===== config.mk =====
export PLATFORM = sky130hd
export DESIGN_NAME = accu_cpu_core_flat
export DESIGN_NICKNAME = d
export VERILOG_FILES = /design/src/rtl/accu_cpu_core_if.sv /design/src/rtl/accu_cpu_core.sv /design/src/flat_wrapper.sv
export SDC_FILE = /design/constraint.sdc
export NUM_CORES = 1
export LEC_CHECK = 0
export ABC_AREA = 1
export CORE_MARGIN = 5
export CORE_UTILIZATION = 25
export DETAILED_ROUTE_END_ITERATION = 10
export MAX_ROUTING_LAYER = met4
export PLACE_DENSITY = 0.54
export SLEW_MARGIN = 20
export SYNTH_ARGS = -nofsm -noshare
export SYNTH_HDL_FRONTEND = slang
export SYNTH_SLANG_ARGS = --single-unit

===== constraint.sdc =====
create_clock -name clk -period 1.7 [get_ports clk]
set_input_delay 0.17 -clock clk [delete_from_list [all_inputs] [get_ports clk]]
set_output_delay 0.17 -clock clk [all_outputs]
set_load 0.01 [all_outputs]

===== src/rtl/accu_cpu_core_if.sv =====
// Memory port of the accumulator core.
//   master (core): mem_en, mem_we, mem_addr, mem_wdata out; mem_rdata in
//   slave  (RAM) : the mirror image
// A read presented on mem_en/mem_addr returns data on mem_rdata in the
// following cycle; a write is taken when mem_en && mem_we.
interface accu_cpu_core_if #(
  parameter int unsigned DATA_W = 16,
  parameter int unsigned ADDR_W = 6
);
  logic              mem_en;
  logic              mem_we;
  logic [ADDR_W-1:0] mem_addr;
  logic [DATA_W-1:0] mem_wdata;
  logic [DATA_W-1:0] mem_rdata;

  modport master (
    output mem_en, mem_we, mem_addr, mem_wdata,
    input  mem_rdata
  );

  modport slave (
    input  mem_en, mem_we, mem_addr, mem_wdata,
    output mem_rdata
  );
endinterface


===== src/rtl/accu_cpu_core.sv =====
// Accumulator CPU core: control and datapath in one block, single-port RAM.
// Ports:
//   clk, rst         clock, synchronous active-high reset
//   ce               clock enable (all state holds when low; rst still acts)
//   boot             boot loader owns memory; core held, memory port idle
//   run              level: free-run / halt at next instruction boundary
//   step             pulse: execute one instruction while halted
//   bp_en, bp_addr   PC breakpoint
//   mem              memory port (accu_cpu_core_if.master)
//   pc, accu, carry  architectural state
//   halted           core is in HALT (or held by boot)
// ISA (opcode = top two bits, operand = low ADDR_W bits):
//   00 NOR  ACC = ~(ACC | M)      01 ADD  {carry,ACC} = ACC + M
//   10 STA  M = ACC               11 JCC  carry ? clear carry : jump
module accu_cpu_core #(
  parameter int unsigned DATA_W       = 16,
  parameter int unsigned ADDR_W       = 6,
  parameter int unsigned RESET_PC     = 0,
  parameter bit          RUN_AT_RESET = 1'b0
) (
  input  logic              clk,
  input  logic              rst,
  input  logic              ce,
  input  logic              boot,
  input  logic              run,
  input  logic              step,
  input  logic              bp_en,
  input  logic [ADDR_W-1:0] bp_addr,
  accu_cpu_core_if.master   mem,
  output logic [ADDR_W-1:0] pc,
  output logic [DATA_W-1:0] accu,
  output logic              carry,
  output logic              halted
);

  localparam int unsigned OP_W = 2;
  localparam logic [OP_W-1:0] OP_NOR = 2'b00;
  localparam logic [OP_W-1:0] OP_ADD = 2'b01;
  localparam logic [OP_W-1:0] OP_STA = 2'b10;
  localparam logic [OP_W-1:0] OP_JCC = 2'b11;

  typedef enum logic [2:0] {
    S_HALT,
    S_FETCH,
    S_DECODE,
    S_EXEC,
    S_BOOT
  } state_t;

  localparam state_t RESET_STATE = RUN_AT_RESET ? S_FETCH : S_HALT;

  state_t            state;
  logic [DATA_W-1:0] ir;
  logic              run_q;   // previous run level, for rising-edge detection
  logic              single;  // current instruction was started by step

  logic [ADDR_W-1:0] pc_inc;
  logic [OP_W-1:0]   rd_op;
  logic [ADDR_W-1:0] rd_operand;
  logic [DATA_W:0]   sum;
  logic              go_pc, go_inc, go_jmp;
  logic              unused_ir_bits;

  assign pc_inc     = pc + ADDR_W'(1);
  assign rd_op      = mem.mem_rdata[DATA_W-1 -: OP_W];
  assign rd_operand = mem.mem_rdata[ADDR_W-1:0];
  assign sum        = {1'b0, accu} + {1'b0, mem.mem_rdata};
  assign unused_ir_bits = ^ir[DATA_W-OP_W-1:0];

  // Boundary decision for each possible next PC: continue only when free
  // running, not single-stepping and not landing on the breakpoint.
  assign go_pc  = run && !single && !(bp_en && (pc == bp_addr));
  assign go_inc = run && !single && !(bp_en && (pc_inc == bp_addr));
  assign go_jmp = run && !single && !(bp_en && (rd_operand == bp_addr));

  // Sequencer and datapath.
  always_ff @(posedge clk) begin
    if (rst) begin
      state         <= RESET_STATE;
      halted        <= !RUN_AT_RESET;
      pc            <= ADDR_W'(RESET_PC);
      accu          <= '0;
      carry         <= 1'b0;
      ir            <= '0;
      run_q         <= 1'b0;
      single        <= 1'b0;
      mem.mem_en    <= 1'b0;
      mem.mem_we    <= 1'b0;
      mem.mem_addr  <= '0;
      mem.mem_wdata <= '0;
    end else if (boot) begin
      // Abort anything in flight; clearing run_q makes release behave like reset.
      state      <= S_BOOT;
      halted     <= 1'b1;
      run_q      <= 1'b0;
      single     <= 1'b0;
      mem.mem_en <= 1'b0;
      mem.mem_we <= 1'b0;
    end else if (ce) begin
      run_q      <= run;
      mem.mem_en <= 1'b0;
      mem.mem_we <= 1'b0;
      case (state)
        S_BOOT: begin
          pc     <= ADDR_W'(RESET_PC);
          accu   <= '0;
          carry  <= 1'b0;
          state  <= RESET_STATE;
          halted <= !RUN_AT_RESET;
        end
        S_HALT: begin
          // Leaving HALT skips the breakpoint check so a resume cannot deadlock.
          if (run && !run_q) begin
            state  <= S_FETCH;
            halted <= 1'b0;
            single <= 1'b0;
          end else if (step) begin
            state  <= S_FETCH;
            halted <= 1'b0;
            single <= !run;
          end
        end
        S_FETCH: begin
          mem.mem_en   <= 1'b1;
          mem.mem_addr <= pc;
          state        <= S_DECODE;
        end
        S_DECODE: begin
          ir <= mem.mem_rdata;
          pc <= pc_inc;
          case (rd_op)
            OP_NOR, OP_ADD: begin
              mem.mem_en   <= 1'b1;
              mem.mem_addr <= rd_operand;
              state        <= S_EXEC;
            end
            OP_STA: begin
              mem.mem_en    <= 1'b1;
              mem.mem_we    <= 1'b1;
              mem.mem_addr  <= rd_operand;
              mem.mem_wdata <= accu;
              state         <= go_inc ? S_FETCH : S_HALT;
              halted        <= !go_inc;
            end
            default: begin
              if (!carry) begin
                pc     <= rd_operand;
                state  <= go_jmp ? S_FETCH : S_HALT;
                halted <= !go_jmp;
              end else begin
                carry  <= 1'b0;
                state  <= go_inc ? S_FETCH : S_HALT;
                halted <= !go_inc;
              end
            end
          endcase
        end
        S_EXEC: begin
          if (ir[DATA_W-1 -: OP_W] == OP_ADD) begin
            {carry, accu} <= sum;
          end else begin
            accu <= ~(accu | mem.mem_rdata);
          end
          state  <= go_pc ? S_FETCH : S_HALT;
          halted <= !go_pc;
        end
        default: begin
          state  <= S_HALT;
          halted <= 1'b1;
        end
      endcase
    end
  end

endmodule

===== src/flat_wrapper.sv =====
// flat-port wrapper written by rule: the top's interface ports become plain ports
module accu_cpu_core_flat 
#(
  parameter int unsigned DATA_W       = 16,
  parameter int unsigned ADDR_W       = 6,
  parameter int unsigned RESET_PC     = 0,
  parameter bit          RUN_AT_RESET = 1'b0
)
  (clk, rst, ce, boot, run, step, bp_en, bp_addr, pc, accu, carry, halted, mem_mem_en, mem_mem_we, mem_mem_addr, mem_mem_wdata, mem_mem_rdata);
  accu_cpu_core_if #(.DATA_W(DATA_W), .ADDR_W(ADDR_W)) mem_i ();
  input  logic clk;
  input  logic rst;
  input  logic ce;
  input  logic boot;
  input  logic run;
  input  logic step;
  input  logic bp_en;
  input  logic [ADDR_W-1:0] bp_addr;
  output logic [ADDR_W-1:0] pc;
  output logic [DATA_W-1:0] accu;
  output logic carry;
  output logic halted;
  output wire logic [$bits(mem_i.mem_en)-1:0] mem_mem_en;
  output wire logic [$bits(mem_i.mem_we)-1:0] mem_mem_we;
  output wire logic [$bits(mem_i.mem_addr)-1:0] mem_mem_addr;
  output wire logic [$bits(mem_i.mem_wdata)-1:0] mem_mem_wdata;
  input wire logic [$bits(mem_i.mem_rdata)-1:0] mem_mem_rdata;
  assign mem_mem_en = mem_i.mem_en;
  assign mem_mem_we = mem_i.mem_we;
  assign mem_mem_addr = mem_i.mem_addr;
  assign mem_mem_wdata = mem_i.mem_wdata;
  assign mem_i.mem_rdata = mem_mem_rdata;
  accu_cpu_core #(.DATA_W(DATA_W), .ADDR_W(ADDR_W), .RESET_PC(RESET_PC), .RUN_AT_RESET(RUN_AT_RESET)) u_core (.clk(clk), .rst(rst), .ce(ce), .boot(boot), .run(run), .step(step), .bp_en(bp_en), .bp_addr(bp_addr), .mem(mem_i), .pc(pc), .accu(accu), .carry(carry), .halted(halted));
endmodule

# == Word level (Yosys, flattened, before mapping) ==
# Cells that the tools add are included.
# totals
rom_bits,0
out_inout_bits,48
memories,0
elab_cells,104
in_bits,29
regBits,69
ram_bits,0
latch_bits,0
# classes
n_div,0
n_eq_ne,16
shift,0
n_addsub,2
n_mul,0
reduce_logical,38
n_mux,31
order_cmp,0
n_bitwise,4
# op_table
cell,n
16-bit one-hot mux with 2 select lines,1
6-bit one-hot mux with 2 select lines,2
6-bit == test,3
6-bit two-way mux,3
16-bit by 16-bit adder with 17-bit output,1
16-bit two-way mux,1
16-bit NOT,1
16-bit bitwise OR,1
3-bit two-way mux,5
1-bit two-way mux,13
3-bit one-hot mux with 4 select lines,1
3-bit AND reduction,4
4-bit AND reduction,3
2-bit nonzero test,5
1-bit logical NOT,9
1-bit logical AND,8
"6-bit by 1-bit adder with 6-bit output, second input constant",1
"3-bit by 2-bit == test with 1-bit output, second input constant",2
"2-bit != test, second input constant",3
3-bit one-hot mux with 2 select lines,1
5-bit AND reduction,1
"2-bit by 1-bit == test with 1-bit output, second input constant",2
"4-bit by 3-bit != test with 1-bit output, second input constant",1
1-bit one-hot mux with 2 select lines,2
14 further kinds,17

# == Logic depth before layout (Yosys ltp) ==
# depth
word_depth,11
ltp_mapped,16
ltp_nobuf,15

# == Least setup slack after synthesis ==
# OpenSTA, ideal clock, no wires.
# synth_path
path_kind,flip-flop to flip-flop
from,register u_core.accu[0]
to,register u_core.accu[14]
path_stages_with_launch,11
setup_slack_ps,-249
synth_period_minus_slack_ps,1949
t_required_ps,1568
arrival_time_ps,1816
path_buffers,0
cell_sequence,dfxtp_1 -> ha_1 -> fa_1 -> nand3_1 -> nand2_1 -> a21boi_0 -> o21ai_0 -> a21oi_1 -> o21ai_0 -> nand2_1 -> a21oi_1
# synth_via
elab_chain_cells,3
# synth_lines
element,line,source
from (decl),accu_cpu_core.sv:31,"output logic [DATA_W-1:0] accu,"
from (signal assigned),accu_cpu_core.sv:160,"{carry, accu} <= sum;"
from (signal assigned),accu_cpu_core.sv:162,accu <= ~(accu | mem.mem_rdata);
16-bit by 16-bit adder with 17-bit output,accu_cpu_core.sv:67,"assign sum = {1'b0, accu} + {1'b0, mem.mem_rdata};"
16-bit two-way mux,accu_cpu_core.sv:159,if (ir[DATA_W-1 -: OP_W] == OP_ADD) begin
16-bit one-hot mux with 2 select lines,accu_cpu_core.sv:103,case (state)
# Every way passes these cells.
# A chain may end at the register's enable or synchronous reset.

# == Worst setup path in the final report ==
# layout_path
from,register u_core.accu[0]
to,register u_core.accu[6]
# Same word-level chain as after synthesis.

==> key figures <==
Status
  • Status: finished with violations
  • Failing checks: setup timing

Clock tree
  • Post-CTS Hold Buffers: 0
  • CTS tree: done
  • Clk_lat worst skew: 0.30 ns
  • Clock slew at reported path FFs: 0.08 ns
  • Num CTS Buffers: 5
  • H-tree levels: 2
  • Clock sink total: 55
  • Root Buffer: clkbuf_16
  • Buffer depth of the longest clock path: 2

Drt
  • DR iter-0 viols: 202
  • Vias/cell: 4.50
  • Routed WL: 13300 um
  • Detail Route Antenna Nets: 0
  • First-pass iteration count of the detailed router: 4
  • DRC violation count after routing: 0
  • Via count: 4318
  • Routed len/inst: 13.8 um

STA
  • Fin. max-slew vios: 0
  • Final hold violations: 0
  • Final setup violation count: 3
  • Worst-Margin Slew: 0.544 ns
  • Crit path time final: 1.73 ns
  • Fmax: 578 MHz
  • Clock skew: 0.00327 ns
  • Crit share post-route: 102%
  • Max_slew headroom: 63.7%
  • RSZ-0062 raised after global routing: true
  • Setup ws final: -0.0316 ns

Power and ir drop
  • Clock share of power: 33.9%
  • Reg power frac: 41.2%
  • Lkg Pwr: 2.79 nW
  • Comb pwr share: 24.9%
  • Cell Pwr Density: 495 nW/um^2
  • Pwr Total: 3.22 mW
  • Switch share: 30.2%
  • Internal: 2.25 mW
  • Max IR drop VDD: 0.388 mV
  • Switching Power: 0.972 mW

Global routing
  • Vias in the first global route: 4270
  • Total GRT Usage: 14.6%
  • Initial antenna violation count: 0
  • Pin count of the biggest net entering global routing: 22
  • Remaining Overflow, GRT: 0
  • First-pass GRT wire length: 21100 um

Placed design
  • Placed Area: 5560 sq um
  • Placed cells: 925
  • IO Port Bufs: 76
  • GP Congestion: 0.802
  • Detailed placement HPWL: 9830 um

Hold path
  • Hold Crit Class: primary input to register
  • Min-delay src: mem_mem_rdata[2]
  • WHS Endpoint: u_core.mem.mem_addr[2]
  • Cell count of the worst hold path: 4

Yosys
  • Top-count cell post-synth: nand2_1
  • Area contributors post-synth: dfxtp_1 (28%), nand2_1 (12%), ha_1 (11%)
  • YS warnings: 0
  • Share of the synthesized area in the top cell type: 28.4%
  • EDFF count, synth: 0
  • Post-synthesis sequential area ratio: 28.4%
  • Cell variety after synth: 34
  • Avg Synthesized Cell Area: 6.58 sq um
  • Synth Flop Type: dfxtp_1
  • Syn Nets: 653
  • Mapped Cells: 590
  • Post-synth top cells: nand2_1 (121), inv_1 (86), a21oi_1 (78)
  • Synth async-reset ratio: 0%
  • Register bit total from synthesis: 55
  • Synthesized area: 3880 sq um
  • Yosys top cell by area: dfxtp_1

Finish
  • N_diodes: 0
  • Design Area, Final: 6500 sq um
  • Fin cells: 960
  • Final net count: 834
  • Share of cells above drive strength 1: 35.2%
  • P&R area growth vs syn: 67.4%

Worst setup path
  • Crit path DAT: 1.92 ns
  • Startpoint types: register
  • Critical path class: register to register
  • Worst r2r path cells: 9
  • Crit end category: register
  • Worst Path Required: 1.89 ns
  • Critical R2R Capture: u_core.accu[6]
  • CP max-delay cell: fa_2
  • Cells along the critical path: ha_4 -> fa_2 -> nand3_2 -> nand2_4 -> a21boi_4 -> xor2_1 -> nand2_1 -> o211ai_1 -> a21oi_1
  • Reg-to-Reg Start: u_core.accu[0]
  • CP Max Fanout: 4
  • Largest stage delay on the critical path: 0.36 ns
  • R2R Setup Slk: -0.03 ns

Floorplan
  • DIE AREA: 18100 sq um
  • # IOs: 77
  • Cell Rows: 45
  • Die width: 135 um
  • Starting density of the core: 25.5%
  • Core area: 15200 sq um
  • Die height: 135 um

Run
  • Max Cap Viol: 0
==> power by group through the flow <==
stage | clock network, mW | logic [mW] | registers, mW
finish | 1.09 | 0.800 | 1.33
global route | 1.18 | 0.882 | 1.33
CTS | 1.14 | 0.697 | 1.33
detailed placement | 0 | 0.637 | 1.36
global placement | 0 | 0.638 | 1.36
floorplan | 0 | 0.283 | 1.37
==> stage by stage <==
step | utilization (%) | setup WS, ns | hold WS (ns) | TNS (ns)
5_1_grt | 42.7 | -0.142 | 0.359 | -0.960
3_5_place_dp | 36.6 | -0.533 | 0.439 | -7.04
3_3_place_gp | 36.6 | -0.516 | 0.436 | -6.88
2_1_floorplan | - | -0.0261 | 0.259 | -0.0261
6_report | 42.7 | -0.0316 | 0.336 | -0.0492
4_1_cts | 38.9 | -0.0423 | 0.352 | -0.0960
==> timing repair <==
action,CTS,global route
gates resized for setup,41,125
hold endpoints to repair,0,0
setup buffers,3,24
setup endpoints to repair,14,22
pin swaps,12,40
==> worst max-delay path, delay by kind of cell, from the launching register on <==
kind / cells / cell delay [ns]
adder cells (fa/ha/maj): 2 / 0.52
flip-flops: 1 / 0.34
AO/OA/AOI/OAI: 3 / 0.34
AND/OR/NAND/NOR: 3 / 0.24
XOR/XNOR: 1 / 0.17
==> cells in the final DEF, fill, tap and decap left out, drive strengths merged <==
cell	Yosys	routed
clkinv	0	2
nand4	2	2
dfxtp	55	55
dlymetal6s2s	0	8
or2	3	3
xor2	8	8
a21oi	78	78
buf	11	120
xnor2	1	1
inv	93	92
o211ai	9	9
ha	33	33
a21o	1	1
clkbuf	11	5
o22ai	1	1
nand3	39	39
nor3	6	6
fa	1	1
o21a	3	3
a211oi	1	1
nand2	124	124
a31oi	6	6
dlygate4sd2	0	3
o21bai	1	1
o21ai	64	64
nor2	37	37
clkinvlp	0	2
clkdlybuf4s50	0	65
a21boi	2	2
==> kinds of logic after synthesis <==
family          after synthesis  synth area share (%)
simple gates                211                  23.7
compound gates              166                  22.8
buf+inv                     115                  12.0
flops                        55                  28.4
fa+ha+maj                    34                  11.2
xor+xnor                      9                  2.03
==> worst max-delay path by stage <==
| stage | start | end | slack [ns] | depth (start not counted) |
|---|---|---|---|---|
| finish | u_core.accu[0] | u_core.accu[6] | -0.03 | 9 |
| CTS | mem_mem_rdata[10] | u_core.accu[15] | -0.04 | 13 |
| detailed placement | mem_mem_rdata[9] | u_core.accu[15] | -0.53 | 13 |
| global route | mem_mem_rdata[12] | u_core.accu[15] | -0.14 | 12 |
| global placement | mem_mem_rdata[0] | u_core.accu[10] | -0.52 | 11 |
| floorplan | u_core.accu[0] | u_core.accu[14] | -0.03 | 10 |
==> metal layers <==
metal / routed length (um) / vias to the layer above / track usage [%] / part of all wire (%)
met5: 0 / - / - / 0
met4: 133 / 0 / 2.83 / 1.0
met3: 494 / 13 / 2.61 / 3.7
met2: 6320 / 81 / 24.0 / 48
met1: 6340 / 1934 / 18.9 / 48
li1: - / 2290 / - / -
==> final cells by class <==
type | instances | area, sq um
Sequential cell | 55 | 1120
Clock buffer | 5 | 125
Clock inverter | 3 | 20.0
Multi-Input combinational cell | 420 | 2880
Tap cell | 188 | 235
Timing Repair Buffer | 196 | 1760
Inverter | 93 | 354
Fill cell | 1580 | 8710
==> sequential cells by signal, indices dropped and copies added (netlist names) <==
register and cells:
u_core.accu 16, u_core.carry 1, u_core.halted 1, u_core.ir 2, u_core.mem.mem_addr 6, u_core.mem.mem_en 1, u_core.mem.mem_wdata 16, u_core.mem.mem_we 1
u_core.pc 6, u_core.run_q 1, u_core.single 1, u_core.state 3
(Power assumes the default switching activity.)
